## src/rtl/result_collector.sv

```systemverilog
// result_collector: frame-tracking write FIFO sink with request/valid read port; optional running XOR checksum under RESULT_COLLECTOR_CHECKSUM_EN
module result_collector #(
  parameter int DATA_W = 21,
  parameter int DEPTH  = 16,
  parameter int ADDR_W = 4,
  parameter int CNT_W  = 8
) (
  input  logic              clk,
  input  logic              rst,
  input  logic              start,
  input  logic              done,
  input  logic              wr_req,
  input  logic [DATA_W-1:0] wr_data,
  input  logic              rd_req,
  output logic [DATA_W-1:0] rd_data,
  output logic              rd_valid,
  output logic              empty,
  output logic              full,
  output logic [ADDR_W:0]   count,
  output logic [CNT_W-1:0]  frame_cnt,
  output logic              frame_done,
  output logic              overflow,
  output logic [DATA_W-1:0] checksum
);
  typedef enum logic [1:0] {IDLE, COLLECT, DRAIN} state_t;
  state_t state, state_nxt;
  logic [DATA_W-1:0] mem [DEPTH];
  logic [ADDR_W-1:0] wr_ptr, rd_ptr;
  logic wr_acc, rd_acc, open;
  assign empty  = count == '0;
  assign full   = count == (ADDR_W+1)'(DEPTH);
  assign rd_acc = rd_req & !empty;
  assign wr_acc = (state == COLLECT) & wr_req & (!full | rd_acc);
  assign open   = (state == IDLE) & start;
  // frame FSM next state; frame_done fires while draining once the FIFO is empty
  always_comb begin
    state_nxt  = state;
    frame_done = 1'b0;
    if (state == IDLE && start) state_nxt = COLLECT;
    if (state == COLLECT && done) state_nxt = DRAIN;
    if (state == DRAIN && empty) begin
      state_nxt  = IDLE;
      frame_done = 1'b1;
    end
  end
  // frame state register
  always_ff @(posedge clk or negedge rst)
    if (!rst) state <= IDLE;
    else state <= state_nxt;
  // storage array; contents need no reset because the pointers define validity
  always_ff @(posedge clk)
    if (wr_acc) mem[wr_ptr] <= wr_data;
  // pointers, occupancy and registered read port
  always_ff @(posedge clk or negedge rst)
    if (!rst) begin
      wr_ptr   <= '0;
      rd_ptr   <= '0;
      count    <= '0;
      rd_data  <= '0;
      rd_valid <= 1'b0;
    end else begin
      if (wr_acc) wr_ptr <= wr_ptr + ADDR_W'(1);
      if (rd_acc) begin
        rd_ptr  <= rd_ptr + ADDR_W'(1);
        rd_data <= mem[rd_ptr];
      end
      rd_valid <= rd_acc;
      count <= (wr_acc && !rd_acc) ? count + (ADDR_W+1)'(1) :
               (rd_acc && !wr_acc) ? count - (ADDR_W+1)'(1) : count;
    end
  // per-frame word counter (saturating) and sticky drop flag
  always_ff @(posedge clk or negedge rst)
    if (!rst) begin
      frame_cnt <= '0;
      overflow  <= 1'b0;
    end else if (open) begin
      frame_cnt <= '0;
      overflow  <= 1'b0;
    end else begin
      if (wr_acc && !(&frame_cnt)) frame_cnt <= frame_cnt + CNT_W'(1);
      if (state == COLLECT && wr_req && !wr_acc) overflow <= 1'b1;
    end
`ifdef RESULT_COLLECTOR_CHECKSUM_EN
  // running XOR of accepted words, cleared when a frame opens
  always_ff @(posedge clk or negedge rst)
    if (!rst) checksum <= '0;
    else if (open) checksum <= '0;
    else if (wr_acc) checksum <= checksum ^ wr_data;
`else
  assign checksum = '0;
`endif
endmodule

```

## config.mk

```make
export PLATFORM = sky130hd
export DESIGN_NAME = result_collector
export DESIGN_NICKNAME = d
export VERILOG_FILES = /design/src/rtl/result_collector.sv
export SDC_FILE = /design/constraint.sdc
export NUM_CORES = 1
export LEC_CHECK = 0
export BUFFER_PORTS_ARGS = -buffer_cell sky130_fd_sc_hd__buf_2
export CAP_MARGIN = 20
export CORE_ASPECT_RATIO = 1.2
export CORE_MARGIN = 4
export CORE_UTILIZATION = 60
export CTS_CLUSTER_SIZE = 28
export DETAILED_ROUTE_END_ITERATION = 7
export PLACE_DENSITY = 0.8
export SYNTH_ARGS = -nofsm -noshare
export SYNTH_HDL_FRONTEND = slang
export SYNTH_SLANG_ARGS = --single-unit
```

## constraint.sdc

```tcl
create_clock -name clk -period 4.56 [get_ports clk]
set_clock_uncertainty 0.2 [all_clocks]
set_input_delay 0.228 -clock clk [delete_from_list [all_inputs] [get_ports clk]]
set_output_delay 0.228 -clock clk [all_outputs]
set_load 0.005 [all_outputs]
```

==> report_table.html, run 1 <==
<table>
<tr><th>Metric</th><th>Value</th></tr>
<tr><th colspan="2">Die</th></tr>
<tr><td>Number of standard-cell rows in the floorplan</td><td>63</td></tr>
<tr><td>Starting density of the core</td><td>0.6086</td></tr>
<tr><td>Boundary pin count</td><td>between 80 and 90</td></tr>
<tr><td>CORE AREA</td><td>24,670 sq um</td></tr>
<tr><td>Die Outline Area</td><td>roughly 28,000 sq um</td></tr>
<tr><td>Die Y-Extent</td><td>181.3 um</td></tr>
<tr><td>Chip width</td><td>152.4 um</td></tr>
<tr><th colspan="2">Routing</th></tr>
<tr><td>DRT antenna net count</td><td>0</td></tr>
<tr><td>DRT Wirelength</td><td>roughly 31,000 um</td></tr>
<tr><td>Starting DRT DRC Count</td><td>760</td></tr>
<tr><td>Mean number of vias per cell</td><td>6.243</td></tr>
<tr><td>Post-detailed-route wirelength per cell</td><td>25.65 um</td></tr>
<tr><td>Iteration count of the initial detailed-routing pass</td><td>5</td></tr>
<tr><td># DRC</td><td>0</td></tr>
<tr><td>Vias after detailed routing</td><td>between 7,000 and 8,000</td></tr>
<tr><th colspan="2">Setup path</th></tr>
<tr><td>Type of the worst setup path</td><td>reg2reg</td></tr>
<tr><td>Slowest cell on crit path</td><td>sky130_fd_sc_hd__or4_4</td></tr>
<tr><td>CP dominant cell by count</td><td>sky130_fd_sc_hd__ha_1</td></tr>
<tr><td>Cell Chain, Critical Path</td><td>or4_4 -&gt; o31ai_4 -&gt; inv_4 -&gt; ha_1 -&gt; inv_1 -&gt; ha_1 -&gt; a21o_1 -&gt; a21oi_1 -&gt; mux2i_1 -&gt; xnor2_1</td></tr>
<tr><td>Arrival time worst endpoint</td><td>3.58 ns</td></tr>
<tr><td>Critical path required time</td><td>4.79 ns</td></tr>
<tr><td>CP delay by family, top</td><td>compound AO/OA/AOI/OAI gates</td></tr>
<tr><td>Kind of start point of the critical path</td><td>flip-flop</td></tr>
<tr><td>Maximum single-stage delay on the critical path</td><td>0.63 ns</td></tr>
<tr><td>Worst path buffer plus inverter count</td><td>2</td></tr>
<tr><td>CP max FO</td><td>25</td></tr>
<tr><td>Type of element capturing the critical path</td><td>flip-flop</td></tr>
<tr><th colspan="2">Global routing</th></tr>
<tr><td>Maximum number of pins on one net before global-route repair</td><td>65</td></tr>
<tr><td>Antenna violations before repair</td><td>0</td></tr>
<tr><td>Global-route wire length before repair</td><td>around 47,000 um</td></tr>
<tr><td>Vias in the first global route</td><td>between 7,000 and 8,000</td></tr>
<tr><td>Global-route congestion overflow total</td><td>0</td></tr>
<tr><td>Total GRT Usage</td><td>0.2236</td></tr>
<tr><th colspan="2">Power</th></tr>
<tr><td>Power Total</td><td>9.549 mW</td></tr>
<tr><td>Peak supply drop</td><td>~500 uV</td></tr>
<tr><td>Power per Cell Area</td><td>557.1 nW/um^2</td></tr>
<tr><td>LEAKAGE</td><td>5.986 nW</td></tr>
<tr><th colspan="2">Placement</th></tr>
<tr><td>Final HPWL DP</td><td>16,470 um</td></tr>
<tr><td>Count of input and output buffers</td><td>65</td></tr>
<tr><td>Final RePlAce weighted congestion</td><td>0.7727</td></tr>
<tr><td>Worst setup slack before clock tree synthesis</td><td>around 1.2 ns</td></tr>
<tr><th colspan="2">Synth</th></tr>
<tr><td>Cell Area, Synth</td><td>15,020 sq um</td></tr>
<tr><td>Most numerous cell types in the synthesized netlist</td><td>sky130_fd_sc_hd__edfxtp_1 (336), sky130_fd_sc_hd__mux4_2 (84), sky130_fd_sc_hd__mux2i_1 (47), sky130_fd_sc_hd__dfrtp_1 (46), sky130_fd_sc_hd__nand2_1 (40)</td></tr>
<tr><td>Cell type with the largest total area after synthesis</td><td>sky130_fd_sc_hd__edfxtp_1</td></tr>
<tr><td>Syn_area_per_cell</td><td>slightly above 20 sq um</td></tr>
<tr><td>Post-Synthesis Cells</td><td>approximately 730</td></tr>
<tr><td>FF+latch count, synth</td><td>382</td></tr>
<tr><td>Post-synth top area share</td><td>0.6719</td></tr>
<tr><td>Yosys warnings</td><td>0</td></tr>
<tr><td>Number of enable-type register cells in the synthesized netlist</td><td>about 340</td></tr>
<tr><td>Yosys cell types</td><td>49</td></tr>
<tr><td>Synth area leaders</td><td>sky130_fd_sc_hd__edfxtp_1 (67%), sky130_fd_sc_hd__mux4_2 (13%), sky130_fd_sc_hd__dfrtp_1 (7.7%), sky130_fd_sc_hd__mux2i_1 (3.1%), sky130_fd_sc_hd__o221ai_1 (1.2%)</td></tr>
<tr><td>Top_reg_cell synth</td><td>sky130_fd_sc_hd__edfxtp_1</td></tr>
<tr><td>Most repeated cell in the gate-level netlist after synthesis</td><td>sky130_fd_sc_hd__edfxtp_1</td></tr>
<tr><td>Share of synthesized area occupied by flip-flops and latches</td><td>0.7486</td></tr>
<tr><td>Fraction of synthesis flops using an asynchronous set or reset pin</td><td>0.1204</td></tr>
<tr><th colspan="2">Run</th></tr>
<tr><td>Max Cap Violations</td><td>0</td></tr>
<tr><th colspan="2">Timing</th></tr>
<tr><td>Slew Viols, Final</td><td>0</td></tr>
<tr><td>Achievable frequency</td><td>298.9 MHz</td></tr>
<tr><td>Endpoints failing hold</td><td>0</td></tr>
<tr><td>Slew Limit Headroom</td><td>0.2506</td></tr>
<tr><td>Post-route minimum period</td><td>3.345 ns</td></tr>
<tr><td>Setup_tns</td><td>0 ns</td></tr>
<tr><td>Setup-violating endpoint count in the final report</td><td>0</td></tr>
<tr><td>RSZ-0062 raised after global routing</td><td>false</td></tr>
<tr><td>Min setup slack post-route</td><td>1.215 ns</td></tr>
<tr><td>Slew at the pin closest to its max-slew limit</td><td>1.121 ns</td></tr>
<tr><td>Ratio of final minimum period to clock period</td><td>0.7336</td></tr>
<tr><th colspan="2">Clocking</th></tr>
<tr><td>Number of H-tree branching levels</td><td>2</td></tr>
<tr><td>TritonCTS clock tree</td><td>built</td></tr>
<tr><td>Number of buffers added by the clock tree synthesis step</td><td>37</td></tr>
<tr><td>Clock insertion delay at the later pin of the skew report</td><td>slightly above 0.5 ns</td></tr>
<tr><td>Clk pin slew, worst setup/hold paths</td><td>0.06 ns</td></tr>
<tr><td>Clock root cell</td><td>sky130_fd_sc_hd__clkbuf_16</td></tr>
<tr><td>Post-cts resize count</td><td>0</td></tr>
<tr><td>Maximum clock path buffer count</td><td>3</td></tr>
<tr><td>Num Clock Sinks</td><td>between 300 and 400</td></tr>
<tr><th colspan="2">Layout</th></tr>
<tr><td>Final net count</td><td>885</td></tr>
<tr><td>Share of post-route cells with drive strength above 1</td><td>0.2777</td></tr>
<tr><td>Total inserted antenna cells</td><td>0</td></tr>
<tr><td>Layout-stage area growth over the synthesis result</td><td>14.15%</td></tr>
<tr><th colspan="2">Run status</th></tr>
<tr><td>Run status</td><td>completed</td></tr>
<tr><th colspan="2">Min path</th></tr>
<tr><td>Class of the most critical hold timing path</td><td>in2reg</td></tr>
</table>
-- through the flow --
stage / std cells / hold slack [ns] / utilization / instance area, sq um
5_1_grt: 1200 / 0.05767 / 0.6947 / 17140
3_5_place_dp: 1107 / 0.1881 / 0.6352 / 15670
4_1_cts: 1199 / 0.02099 / 0.6941 / 17130
3_3_place_gp: 1107 / 0.1688 / 0.6352 / 15670
2_1_floorplan: 752 / -0.2676 / - / 15090
6_report: 1200 / 0.03261 / 0.6947 / 17140
-- what timing repair did --
action | in CTS | in global routing
buffers inserted | 0 | 0
hold buffers | 25 | 0
endpoints found under the hold margin | 387 | 0
-- state kept, by name, summed over array words and instances (netlist names) --
signal and flops:
rd_valid 1, rd_ptr 4, rd_data 21, overflow 1, frame_cnt 8, mem 336, count 5, wr_ptr 4
state 2
-- tightest hold or removal path, stage by stage --
cell	delay [ns]
sky130_fd_sc_hd__buf_2	0.07
sky130_fd_sc_hd__and3b_1	0.23
sky130_fd_sc_hd__a21oi_1	0.09
sky130_fd_sc_hd__nor2_1	0.08
-- worst paths after layout --
| kind | startpoint | end | slack (ns) | depth (start not counted) |
|---|---|---|---|---|
| max | count[0] | count[4] | 1.21 | 10 |
| min | wr_req | overflow | 0.03 | 4 |
| max reg2reg | count[0] | count[4] | 1.21 | 10 |
| min reg2reg | rd_data[0] | rd_data[0] | 0.31 | 2 |
| max in group asynchronous | rst | rd_ptr[2] | 3.43 | 3 |
| min in group asynchronous | rst | frame_cnt[6] | 0.19 | 3 |
-- final cells by class --
| class | instances | area, sq um |
|---|---|---|
| Fill cell | 1470 | 7532 |
| Tap cell | 325 | 406.6 |
| Timing Repair Buffer | 113 | 768.2 |
| Sequential cell | 382 | 11250 |
| Clock buffer | 52 | 1065 |
| Inverter | 8 | 32.53 |
| Multi-Input combinational cell | 305 | 3478 |
| Clock inverter | 15 | 137.6 |
-- per-layer routing --
| metal | track usage | wire (um) | up-vias |
|---|---|---|---|
| li1 | - | - | 3166 |
| met1 | 0.2974 | 11430 | 3899 |
| met2 | 0.3890 | 16300 | 371 |
| met3 | 0.03642 | 2231 | 55 |
| met4 | 0.06488 | 824 | 0 |
| met5 | 0 | 0 | - |
-- layout by cell type (no fill, tap or decap), types with 2 or more instances in the layout --
cell type and count:
sky130_fd_sc_hd__edfxtp_1 336, sky130_fd_sc_hd__mux4_2 84, sky130_fd_sc_hd__buf_2 65, sky130_fd_sc_hd__mux2i_1 47, sky130_fd_sc_hd__dfrtp_1 43, sky130_fd_sc_hd__nand2_1 40
sky130_fd_sc_hd__clkbuf_16 39, sky130_fd_sc_hd__dlygate4sd3_1 25, sky130_fd_sc_hd__conb_1 21, sky130_fd_sc_hd__buf_4 21, sky130_fd_sc_hd__o221ai_1 20, sky130_fd_sc_hd__and3_1 15
sky130_fd_sc_hd__ha_1 10, sky130_fd_sc_hd__xnor2_1 9, sky130_fd_sc_hd__clkbuf_1 9, sky130_fd_sc_hd__nor2_1 7, sky130_fd_sc_hd__o21ai_0 7, sky130_fd_sc_hd__inv_1 6
sky130_fd_sc_hd__clkinv_2 6, sky130_fd_sc_hd__a21oi_1 5, sky130_fd_sc_hd__nand3_1 4, sky130_fd_sc_hd__nor3_1 4, sky130_fd_sc_hd__clkbuf_8 4, sky130_fd_sc_hd__nor2b_1 3
sky130_fd_sc_hd__clkinvlp_4 3, sky130_fd_sc_hd__dfrtp_4 3, sky130_fd_sc_hd__nor4b_1 2, sky130_fd_sc_hd__nor3_2 2, sky130_fd_sc_hd__nand2b_1 2, sky130_fd_sc_hd__nand4_1 2
sky130_fd_sc_hd__inv_6 2, sky130_fd_sc_hd__bufinv_16 2, sky130_fd_sc_hd__clkinv_1 2
-- power breakdown --
part,internal (mW),switching [mW]
Clock,1.75,1.23
Combinational,1.16,0.906
Sequential,4.01,0.488
Total,6.92,2.63
-- cell families (layout without fill, tap and decap cells) --
kind of cell / after synthesis / count (layout) / synth area share
DFF: 382 / 382 / 0.7486
muxes: 132 / 132 / 0.1581
and+or+nand+nor: 90 / 90 / 0.03075
buffers and inverters: 65 / 188 / 0.02508
AOI/OAI and AO/OA: 41 / 41 / 0.02175
adders and majority gates: 11 / 11 / 0.009666
xor gates and xnor gates: 10 / 10 / 0.005833
other: 1 / 21 / 0.0002497
(Power assumes the default switching activity.)
==> inputs of run 2 (changes only) <==
--- a/config.mk
+++ b/config.mk
@@ -5,14 +5,15 @@
 export SDC_FILE = /design/constraint.sdc
 export NUM_CORES = 1
 export LEC_CHECK = 0
+export ABC_AREA = 1
 export BUFFER_PORTS_ARGS = -buffer_cell sky130_fd_sc_hd__buf_2
 export CAP_MARGIN = 20
 export CORE_ASPECT_RATIO = 1.2
 export CORE_MARGIN = 4
-export CORE_UTILIZATION = 60
+export CORE_UTILIZATION = 55
 export CTS_CLUSTER_SIZE = 28
 export DETAILED_ROUTE_END_ITERATION = 7
-export PLACE_DENSITY = 0.8
+export PLACE_DENSITY = 0.77
 export SYNTH_ARGS = -nofsm -noshare
 export SYNTH_HDL_FRONTEND = slang
 export SYNTH_SLANG_ARGS = --single-unit
==> constraint.sdc (replaced) <==
create_clock -name clk -period 2.95 [get_ports clk]
set_clock_uncertainty 0.2 [all_clocks]
set_input_delay 0.1475 -clock clk [delete_from_list [all_inputs] [get_ports clk]]
set_output_delay 0.1475 -clock clk [all_outputs]
set_load 0.005 [all_outputs]
==> report_table.html, run 2 <==
<table>
<tr><th>Metric</th><th>Value</th></tr>
<tr><th colspan="2">Routing</th></tr>
<tr><td>Vias after detailed routing</td><td>approximately 12,000</td></tr>
<tr><td>Post-detailed-route wirelength per cell</td><td>17.68 um</td></tr>
<tr><td>DRT Wirelength</td><td>38,330 um</td></tr>
<tr><td>DRT antenna net count</td><td>0</td></tr>
<tr><td>Mean number of vias per cell</td><td>5.400</td></tr>
<tr><td># DRC</td><td>0</td></tr>
<tr><td>Iteration count of the initial detailed-routing pass</td><td>6</td></tr>
<tr><td>Starting DRT DRC Count</td><td>between 1,000 and 1,500</td></tr>
<tr><th colspan="2">Layout</th></tr>
<tr><td>Most common library cell in the layout ignoring fill and taps</td><td>sky130_fd_sc_hd__nand2_1</td></tr>
<tr><td>Fill count</td><td>2,214</td></tr>
<tr><td>Final net count</td><td>about 1,800</td></tr>
<tr><td>Number of non-filler instances in the completed layout</td><td>2,168</td></tr>
<tr><td>Share of post-route cells with drive strength above 1</td><td>0.1052</td></tr>
<tr><td>Top library cells by usage in the layout, fill and taps aside</td><td>sky130_fd_sc_hd__nand2_1 (546), sky130_fd_sc_hd__edfxtp_1 (336), sky130_fd_sc_hd__inv_1 (275)</td></tr>
<tr><td>Largest register FFs</td><td>336</td></tr>
<tr><td>Layout-stage area growth over the synthesis result</td><td>13.38%</td></tr>
<tr><td>Register ranked first by flip-flop count</td><td>mem</td></tr>
<tr><td>Biggest regs</td><td>mem: 336 flops, rd_data: 21 flops, frame_cnt: 8 flops</td></tr>
<tr><th colspan="2">Clocking</th></tr>
<tr><td>Num Clock Sinks</td><td>382</td></tr>
<tr><td>TritonCTS clock tree</td><td>built</td></tr>
<tr><td>Clk pin slew, worst setup/hold paths</td><td>0.06 ns</td></tr>
<tr><td>Clock root cell</td><td>sky130_fd_sc_hd__clkbuf_16</td></tr>
<tr><td>Maximum clock path buffer count</td><td>3</td></tr>
<tr><td>Number of H-tree branching levels</td><td>2</td></tr>
<tr><td>Number of buffers added by the clock tree synthesis step</td><td>38</td></tr>
<tr><td>Postcts setup bufs</td><td>0</td></tr>
<tr><td>Clock insertion delay at the later pin of the skew report</td><td>0.52 ns</td></tr>
<tr><th colspan="2">Synth</th></tr>
<tr><td>Cell type with the largest total area after synthesis</td><td>sky130_fd_sc_hd__edfxtp_1</td></tr>
<tr><td>Most repeated cell in the gate-level netlist after synthesis</td><td>sky130_fd_sc_hd__nand2_1</td></tr>
<tr><td>Share of synthesized area occupied by flip-flops and latches</td><td>0.6686</td></tr>
<tr><td>Post-Synthesis Cells</td><td>1,655</td></tr>
<tr><td>Number of enable-type register cells in the synthesized netlist</td><td>336</td></tr>
<tr><td>Top_reg_cell synth</td><td>sky130_fd_sc_hd__edfxtp_1</td></tr>
<tr><td>Synth area leaders</td><td>sky130_fd_sc_hd__edfxtp_1 (60%), sky130_fd_sc_hd__nand2_1 (12%), sky130_fd_sc_hd__nand3_1 (8.1%), sky130_fd_sc_hd__dfrtp_1 (6.8%), sky130_fd_sc_hd__inv_1 (6.2%)</td></tr>
<tr><td>FF+latch count, synth</td><td>382</td></tr>
<tr><td>Syn_area_per_cell</td><td>10.16 sq um</td></tr>
<tr><td>Post-synth top area share</td><td>0.6001</td></tr>
<tr><td>Yosys cell types</td><td>35</td></tr>
<tr><td>Most numerous cell types in the synthesized netlist</td><td>sky130_fd_sc_hd__nand2_1 (546), sky130_fd_sc_hd__edfxtp_1 (336), sky130_fd_sc_hd__inv_1 (276), sky130_fd_sc_hd__nand3_1 (271), sky130_fd_sc_hd__dfrtp_1 (46)</td></tr>
<tr><td>Cell Area, Synth</td><td>16,810 sq um</td></tr>
<tr><td>Fraction of synthesis flops using an asynchronous set or reset pin</td><td>0.1204</td></tr>
<tr><td>Yosys warnings</td><td>0</td></tr>
<tr><th colspan="2">Timing</th></tr>
<tr><td>Worst hold margin</td><td>0.07868 ns</td></tr>
<tr><td>Slew Viols, Final</td><td>0</td></tr>
<tr><td>Min setup slack post-route</td><td>0.3046 ns</td></tr>
<tr><td>Achievable frequency</td><td>378.0 MHz</td></tr>
<tr><td>Endpoints failing hold</td><td>0</td></tr>
<tr><td>Slew at the pin closest to its max-slew limit</td><td>0.8630 ns</td></tr>
<tr><td>Setup-violating endpoint count in the final report</td><td>0</td></tr>
<tr><td>Ratio of final minimum period to clock period</td><td>0.8968</td></tr>
<tr><td>Slew Limit Headroom</td><td>0.4228</td></tr>
<tr><td>Post-route minimum period</td><td>around 2.6 ns</td></tr>
<tr><td>RSZ-0062 raised after global routing</td><td>false</td></tr>
<tr><th colspan="2">Placement</th></tr>
<tr><td>Count of input and output buffers</td><td>65</td></tr>
<tr><td>Final HPWL DP</td><td>22,530 um</td></tr>
<tr><td>Worst setup slack before clock tree synthesis</td><td>0.2202 ns</td></tr>
<tr><td># placed instances</td><td>2,074</td></tr>
<tr><td>Final RePlAce weighted congestion</td><td>roughly 0.82</td></tr>
<tr><th colspan="2">Setup path</th></tr>
<tr><td>Cell Chain, Critical Path</td><td>nor2_1 -&gt; nand2_1 -&gt; nor2_2 -&gt; nand2_2 -&gt; nand2_4 -&gt; inv_1 -&gt; ha_1 -&gt; inv_2 -&gt; ha_1 -&gt; a21oi_1 -&gt; nor2_1 -&gt; nor2_1 -&gt; xor2_1 -&gt; nand2_1 -&gt; nand2_1</td></tr>
<tr><td>Length in cells of the worst reg-to-reg path</td><td>15</td></tr>
<tr><td>Critical path required time</td><td>3.21 ns</td></tr>
<tr><td>Kind of start point of the critical path</td><td>flip-flop</td></tr>
<tr><td>Type of the worst setup path</td><td>reg2reg</td></tr>
<tr><td>Arrival time worst endpoint</td><td>about 2.9 ns</td></tr>
<tr><td>Worst path buffer plus inverter count</td><td>2</td></tr>
<tr><td>Slowest cell on crit path</td><td>sky130_fd_sc_hd__dfrtp_1</td></tr>
<tr><td>Maximum single-stage delay on the critical path</td><td>0.44 ns</td></tr>
<tr><td>CP delay by family, top</td><td>simple AND/OR/NAND/NOR gates</td></tr>
<tr><td>CP max FO</td><td>6</td></tr>
<tr><td>Depth of the critical timing path with buffers and inverters included</td><td>15</td></tr>
<tr><td>Type of element capturing the critical path</td><td>flip-flop</td></tr>
<tr><th colspan="2">Power</th></tr>
<tr><td>Power per Cell Area</td><td>867.6 nW/um^2</td></tr>
<tr><td>Peak supply drop</td><td>about 900 uV</td></tr>
<tr><td>LEAKAGE</td><td>8.482 nW</td></tr>
<tr><th colspan="2">Die</th></tr>
<tr><td>Starting density of the core</td><td>0.5629</td></tr>
<tr><td>Chip width</td><td>167.6 um</td></tr>
<tr><td>Die Y-Extent</td><td>approximately 200 um</td></tr>
<tr><td>Die Outline Area</td><td>33,440 sq um</td></tr>
<tr><td>CORE AREA</td><td>29,870 sq um</td></tr>
<tr><td>Number of standard-cell rows in the floorplan</td><td>between 60 and 70</td></tr>
<tr><td>Boundary pin count</td><td>87</td></tr>
<tr><th colspan="2">Run status</th></tr>
<tr><td>Run status</td><td>completed</td></tr>
<tr><th colspan="2">Global routing</th></tr>
<tr><td>Global-route congestion overflow total</td><td>0</td></tr>
<tr><td>Total GRT Usage</td><td>0.2287</td></tr>
<tr><td>Global-route wire length before repair</td><td>60,380 um</td></tr>
<tr><td>Vias in the first global route</td><td>11,385</td></tr>
<tr><td>Maximum number of pins on one net before global-route repair</td><td>roughly 130</td></tr>
<tr><td>Antenna violations before repair</td><td>1</td></tr>
<tr><th colspan="2">Min path</th></tr>
<tr><td>Number of cells on the worst hold path</td><td>4</td></tr>
<tr><td>Class of the most critical hold timing path</td><td>in2reg</td></tr>
<tr><th colspan="2">Run</th></tr>
<tr><td>Max Cap Violations</td><td>0</td></tr>
</table>
[run 2: cell count changes after synthesis, sizes merged, moves of 7 or more]
cell / before / now
inv: 8 / 279
nor2: 7 / 19
o221ai: 20 / 0
nand3: 4 / 272
xor2: 1 / 10
buf: 50 / 83
nand2: 40 / 550
clkbuf: 7 / 14
mux4: 84 / 0
xnor2: 9 / 1
mux2i: 47 / 0
and3: 15 / 1
[run 2: worst paths after layout]
check                            from            to  slack, ns
min in group asynchronous         rst      count[2]       0.47
min reg2reg                rd_data[6]    rd_data[6]       0.28
min                             start  frame_cnt[5]       0.08
max reg2reg                  count[0]      count[4]       0.30
max                          count[0]      count[4]       0.30
max in group asynchronous         rst      state[0]       0.81
[run 2: per-layer routing]
layer | track usage | vias to the layer above | part of all wire
met5 | 0 | - | 0
met4 | 0.08509 | 0 | 0.036
met3 | 0.03522 | 110 | 0.080
met2 | 0.3975 | 550 | 0.50
met1 | 0.2939 | 5587 | 0.38
li1 | - | 5461 | -
[run 2: cell type report]
cell class | instances | area [sq um] | share of cell area
flip-flops and latches | 382 | 11250 | 0.5900
multi-input cells | 916 | 4098 | 0.2150
inverters | 280 | 1054 | 0.05526
clock buffers | 51 | 1031 | 0.05408
repair buffers | 133 | 991.0 | 0.05198
well taps | 390 | 488.0 | 0.02560
clock inverters | 15 | 152.6 | 0.008007
diodes | 1 | 2.502 | 0.0001313
[run 2: repair_timing]
action                                  4_1_cts  5_1_grt
endpoints found under the setup margin        0        1
resized for setup                             0        2
endpoints found under the hold margin       397        0
hold buffers                                 27        0
[run 2: logic make-up (layout without fill, tap and decap cells)]
kind of cell	count (synthesis)	in the layout	synth area share
buf+inv	377	479	0.09652
compound gates	16	16	0.005507
simple gates	857	857	0.2148
fa+ha+maj	11	11	0.008632
other cells	1	22	0.0002230
xor+xnor	11	11	0.005730
flops	382	382	0.6686
[run 2: power breakdown]
part           leakage [nW]  switching, mW  internal, mW
combinational          4.32           3.71          1.69
sequential             3.59          0.245          6.25
clock                 0.574           1.92          2.72
total                  8.48           5.88          10.7
[run 2: worst reg2reg max path, stage by stage, from the launching register on]
cell                      delay, ns
sky130_fd_sc_hd__dfrtp_1       0.44
sky130_fd_sc_hd__nor2_1        0.13
sky130_fd_sc_hd__nand2_1       0.10
sky130_fd_sc_hd__nor2_2        0.17
sky130_fd_sc_hd__nand2_2       0.12
sky130_fd_sc_hd__nand2_4       0.07
sky130_fd_sc_hd__inv_1         0.09
sky130_fd_sc_hd__ha_1          0.26
sky130_fd_sc_hd__inv_2         0.12
sky130_fd_sc_hd__ha_1          0.27
sky130_fd_sc_hd__a21oi_1       0.16
sky130_fd_sc_hd__nor2_1        0.05
sky130_fd_sc_hd__nor2_1        0.11
sky130_fd_sc_hd__xor2_1        0.16
sky130_fd_sc_hd__nand2_1       0.07
sky130_fd_sc_hd__nand2_1       0.06
[run 2: through the flow]
step / util / setup TNS [ns] / cell area [sq um] / total power, mW
floorplan: - / -28.18 / 16890 / 10.29
global placement: 0.5887 / 0 / 17580 / 11.77
detailed placement: 0.5893 / 0 / 17600 / 11.93
CTS: 0.6380 / 0 / 19060 / 16.59
global route: 0.6382 / 0 / 19060 / 17.48
finish: 0.6382 / 0 / 19060 / 16.54
==> inputs of run 3 (changes only) <==
--- a/config.mk
+++ b/config.mk
@@ -8,7 +8,6 @@
 export ABC_AREA = 1
 export BUFFER_PORTS_ARGS = -buffer_cell sky130_fd_sc_hd__buf_2
 export CAP_MARGIN = 20
-export CORE_ASPECT_RATIO = 1.2
 export CORE_MARGIN = 4
 export CORE_UTILIZATION = 55
 export CTS_CLUSTER_SIZE = 28
==> report_table.html, run 3 (synthesized netlist as in run 2, its figures left out) <==
<table>
<tr><th>Metric</th><th>Value</th></tr>
<tr><th colspan="2">Setup path</th></tr>
<tr><td>Arrival time worst endpoint</td><td>2.92 ns</td></tr>
<tr><td>Slowest cell on crit path</td><td>sky130_fd_sc_hd__dfrtp_2</td></tr>
<tr><td>Type of the worst setup path</td><td>reg2reg</td></tr>
<tr><td>Kind of start point of the critical path</td><td>flip-flop</td></tr>
<tr><td>CP max FO</td><td>6</td></tr>
<tr><td>Maximum single-stage delay on the critical path</td><td>0.45 ns</td></tr>
<tr><td>Type of element capturing the critical path</td><td>flip-flop</td></tr>
<tr><td>Critical path required time</td><td>3.22 ns</td></tr>
<tr><td>Cell Chain, Critical Path</td><td>nor2_1 -&gt; nand2_1 -&gt; nor2_2 -&gt; nand2_2 -&gt; nand2_4 -&gt; inv_1 -&gt; ha_1 -&gt; inv_2 -&gt; ha_1 -&gt; a21oi_1 -&gt; nor2_1 -&gt; nor2_1 -&gt; xor2_1 -&gt; nand2_1 -&gt; nand2_1</td></tr>
<tr><td>Worst setup slack for register-to-register paths</td><td>0.30 ns</td></tr>
<tr><th colspan="2">Routing</th></tr>
<tr><td>Post-detailed-route wirelength per cell</td><td>17.71 um</td></tr>
<tr><td>Mean number of vias per cell</td><td>5.321</td></tr>
<tr><td>Starting DRT DRC Count</td><td>between 1,000 and 1,500</td></tr>
<tr><td>Iteration count of the initial detailed-routing pass</td><td>5</td></tr>
<tr><td>DRT antenna net count</td><td>0</td></tr>
<tr><td>DRT Wirelength</td><td>38,400 um</td></tr>
<tr><td># DRC</td><td>0</td></tr>
<tr><td>Vias after detailed routing</td><td>~12,000</td></tr>
<tr><th colspan="2">Clocking</th></tr>
<tr><td>Postcts setup bufs</td><td>0</td></tr>
<tr><td>Num Clock Sinks</td><td>382</td></tr>
<tr><td>Clk pin slew, worst setup/hold paths</td><td>0.06 ns</td></tr>
<tr><td>Clock insertion delay at the later pin of the skew report</td><td>0.53 ns</td></tr>
<tr><td>Number of buffers added by the clock tree synthesis step</td><td>40</td></tr>
<tr><td>Clock root cell</td><td>sky130_fd_sc_hd__clkbuf_16</td></tr>
<tr><td>Number of H-tree branching levels</td><td>2</td></tr>
<tr><td>TritonCTS clock tree</td><td>built</td></tr>
<tr><td>Maximum clock path buffer count</td><td>3</td></tr>
<tr><th colspan="2">Timing</th></tr>
<tr><td>Post-route minimum period</td><td>roughly 2.6 ns</td></tr>
<tr><td>Slew at the pin closest to its max-slew limit</td><td>1.123 ns</td></tr>
<tr><td>Slew Viols, Final</td><td>0</td></tr>
<tr><td>Achievable frequency</td><td>377.5 MHz</td></tr>
<tr><td>Setup-violating endpoint count in the final report</td><td>0</td></tr>
<tr><td>Worst hold margin</td><td>0.03565 ns</td></tr>
<tr><td>RSZ-0062 raised after global routing</td><td>false</td></tr>
<tr><td>Slew Limit Headroom</td><td>0.2502</td></tr>
<tr><td>Endpoints failing hold</td><td>0</td></tr>
<tr><td>Min setup slack post-route</td><td>0.3013 ns</td></tr>
<tr><td>Ratio of final minimum period to clock period</td><td>0.8979</td></tr>
<tr><th colspan="2">Layout</th></tr>
<tr><td>Top library cells by usage in the layout, fill and taps aside</td><td>sky130_fd_sc_hd__nand2_1 (546), sky130_fd_sc_hd__edfxtp_1 (336), sky130_fd_sc_hd__inv_1 (275)</td></tr>
<tr><td>Number of non-filler instances in the completed layout</td><td>2,168</td></tr>
<tr><td>Register ranked first by flip-flop count</td><td>mem</td></tr>
<tr><td>Share of post-route cells with drive strength above 1</td><td>0.1102</td></tr>
<tr><td>Final net count</td><td>about 1,800</td></tr>
<tr><td>Total inserted antenna cells</td><td>0</td></tr>
<tr><td>Sequential cell area</td><td>about 11,000 sq um</td></tr>
<tr><td>Area used by multi-input combinational logic</td><td>~4000 sq um</td></tr>
<tr><td>Layout-stage area growth over the synthesis result</td><td>13.74%</td></tr>
<tr><td>Most common library cell in the layout ignoring fill and taps</td><td>sky130_fd_sc_hd__nand2_1</td></tr>
<tr><td>Largest register FFs</td><td>336</td></tr>
<tr><td>Fill count</td><td>2,176</td></tr>
<tr><td>Biggest regs</td><td>mem: 336 flops, rd_data: 21 flops, frame_cnt: 8 flops</td></tr>
<tr><th colspan="2">Global routing</th></tr>
<tr><td>Total GRT Usage</td><td>0.2280</td></tr>
<tr><td>Maximum number of pins on one net before global-route repair</td><td>~110</td></tr>
<tr><td>Global-route wire length before repair</td><td>about 60,000 um</td></tr>
<tr><td>Global-route congestion overflow total</td><td>0</td></tr>
<tr><td>Vias in the first global route</td><td>between 10,000 and 15,000</td></tr>
<tr><td>Antenna violations before repair</td><td>1</td></tr>
<tr><th colspan="2">Power</th></tr>
<tr><td>Clk network pwr share</td><td>0.300</td></tr>
<tr><td>Net switching component of the power</td><td>approximately 6.0 mW</td></tr>
<tr><td>Combinational share of power</td><td>0.316</td></tr>
<tr><td>Peak supply drop</td><td>493.6 uV</td></tr>
<tr><td>Switching share of total power</td><td>0.3526</td></tr>
<tr><td>Power per Cell Area</td><td>about 900 nW/um^2</td></tr>
<tr><td>LEAKAGE</td><td>8.521 nW</td></tr>
<tr><td>Sequential share of power</td><td>0.384</td></tr>
<tr><td>Cell internal power dissipation</td><td>10.96 mW</td></tr>
<tr><th colspan="2">Placement</th></tr>
<tr><td>Worst setup slack before clock tree synthesis</td><td>around 0.24 ns</td></tr>
<tr><td>Final HPWL DP</td><td>21,080 um</td></tr>
<tr><td>Count of input and output buffers</td><td>65</td></tr>
<tr><td>Final RePlAce weighted congestion</td><td>0.8212</td></tr>
<tr><td># placed instances</td><td>2,070</td></tr>
<tr><th colspan="2">Die</th></tr>
<tr><td>Chip width</td><td>182.8 um</td></tr>
<tr><td>Number of standard-cell rows in the floorplan</td><td>63</td></tr>
<tr><td>CORE AREA</td><td>approximately 30,000 sq um</td></tr>
<tr><td>Die Y-Extent</td><td>182.8 um</td></tr>
<tr><td>Boundary pin count</td><td>87</td></tr>
<tr><td>Starting density of the core</td><td>0.5628</td></tr>
<tr><td>Die Outline Area</td><td>33,430 sq um</td></tr>
<tr><th colspan="2">Run status</th></tr>
<tr><td>Run status</td><td>completed</td></tr>
<tr><th colspan="2">Min path</th></tr>
<tr><td>Class of the most critical hold timing path</td><td>in2async</td></tr>
<tr><th colspan="2">Run</th></tr>
<tr><td>Max Cap Violations</td><td>0</td></tr>
</table>
[run 3: cell count changes in the layout (fill, tap and decap cells not counted), moves of 2 or more]
cell / delta
sky130_fd_sc_hd__buf_12: -3
sky130_fd_sc_hd__clkbuf_16: +2
sky130_fd_sc_hd__clkbuf_1: -4
sky130_fd_sc_hd__dlygate4sd3_1: -2
sky130_fd_sc_hd__bufinv_16: +3
sky130_fd_sc_hd__clkinv_2: +7
[run 3: power groups by stage]
stage | sequential [mW] | combinational [mW] | clock [mW]
after global routing | 6.54 | 5.95 | 5.39
after floorplan | 6.57 | 3.72 | 0
final | 6.50 | 5.35 | 5.09
after global placement | 6.58 | 5.08 | 0
after detailed placement | 6.59 | 5.20 | 0
after CTS | 6.49 | 5.30 | 5.16
[run 3: critical path: cells and delay by family (launching register included)]
kind                       cells  cell delay [ns]
buffers and inverters          2             0.20
AOI/OAI and AO/OA              1             0.21
and+or+nand+nor                9             0.86
DFF                            1             0.45
adders and majority gates      2             0.52
xor gates and xnor gates       1             0.15
[run 3: final cells by class]
class | instances | share of cell area
inverters | 280 | 0.05509
clock inverters | 25 | 0.01472
flip-flops and latches | 382 | 0.5882
clock buffers | 48 | 0.05502
well taps | 390 | 0.02552
repair buffers | 127 | 0.04724
multi-input cells | 916 | 0.2143
[run 3: per-layer routing]
metal	vias to the layer above	track usage	part of all wire
met5	-	0	0.00021
met4	2	0.07718	0.023
met3	76	0.03590	0.087
met2	535	0.3802	0.49
met1	5470	0.3103	0.40
li1	5454	-	-
[run 3: repair_timing]
action	in CTS	in global routing
endpoints found under the setup margin	0	1
hold buffers	25	0
hold endpoints to repair	375	0
gates resized for setup	0	3
[run 3: metrics by stage]
step / power, mW / instance area (sq um) / util / setup TNS [ns]
after floorplan: 10.29 / 16890 / - / -28.18
after global placement: 11.66 / 17540 / 0.5870 / 0
after detailed placement: 11.80 / 17540 / 0.5870 / 0
after CTS: 16.95 / 19120 / 0.6400 / 0
after global routing: 17.88 / 19120 / 0.6402 / 0
final: 16.94 / 19120 / 0.6402 / 0
[run 3: worst paths after layout]
kind / depth (start not counted) / startpoint / end
max: 15 / count[0] / count[4]
min: 2 / rst / frame_cnt[4]
max reg2reg: 15 / count[0] / count[4]
min reg2reg: 2 / rd_data[14] / rd_data[14]
max in group asynchronous: 3 / rst / wr_ptr[1]
min in group clk: 4 / start / frame_cnt[5]
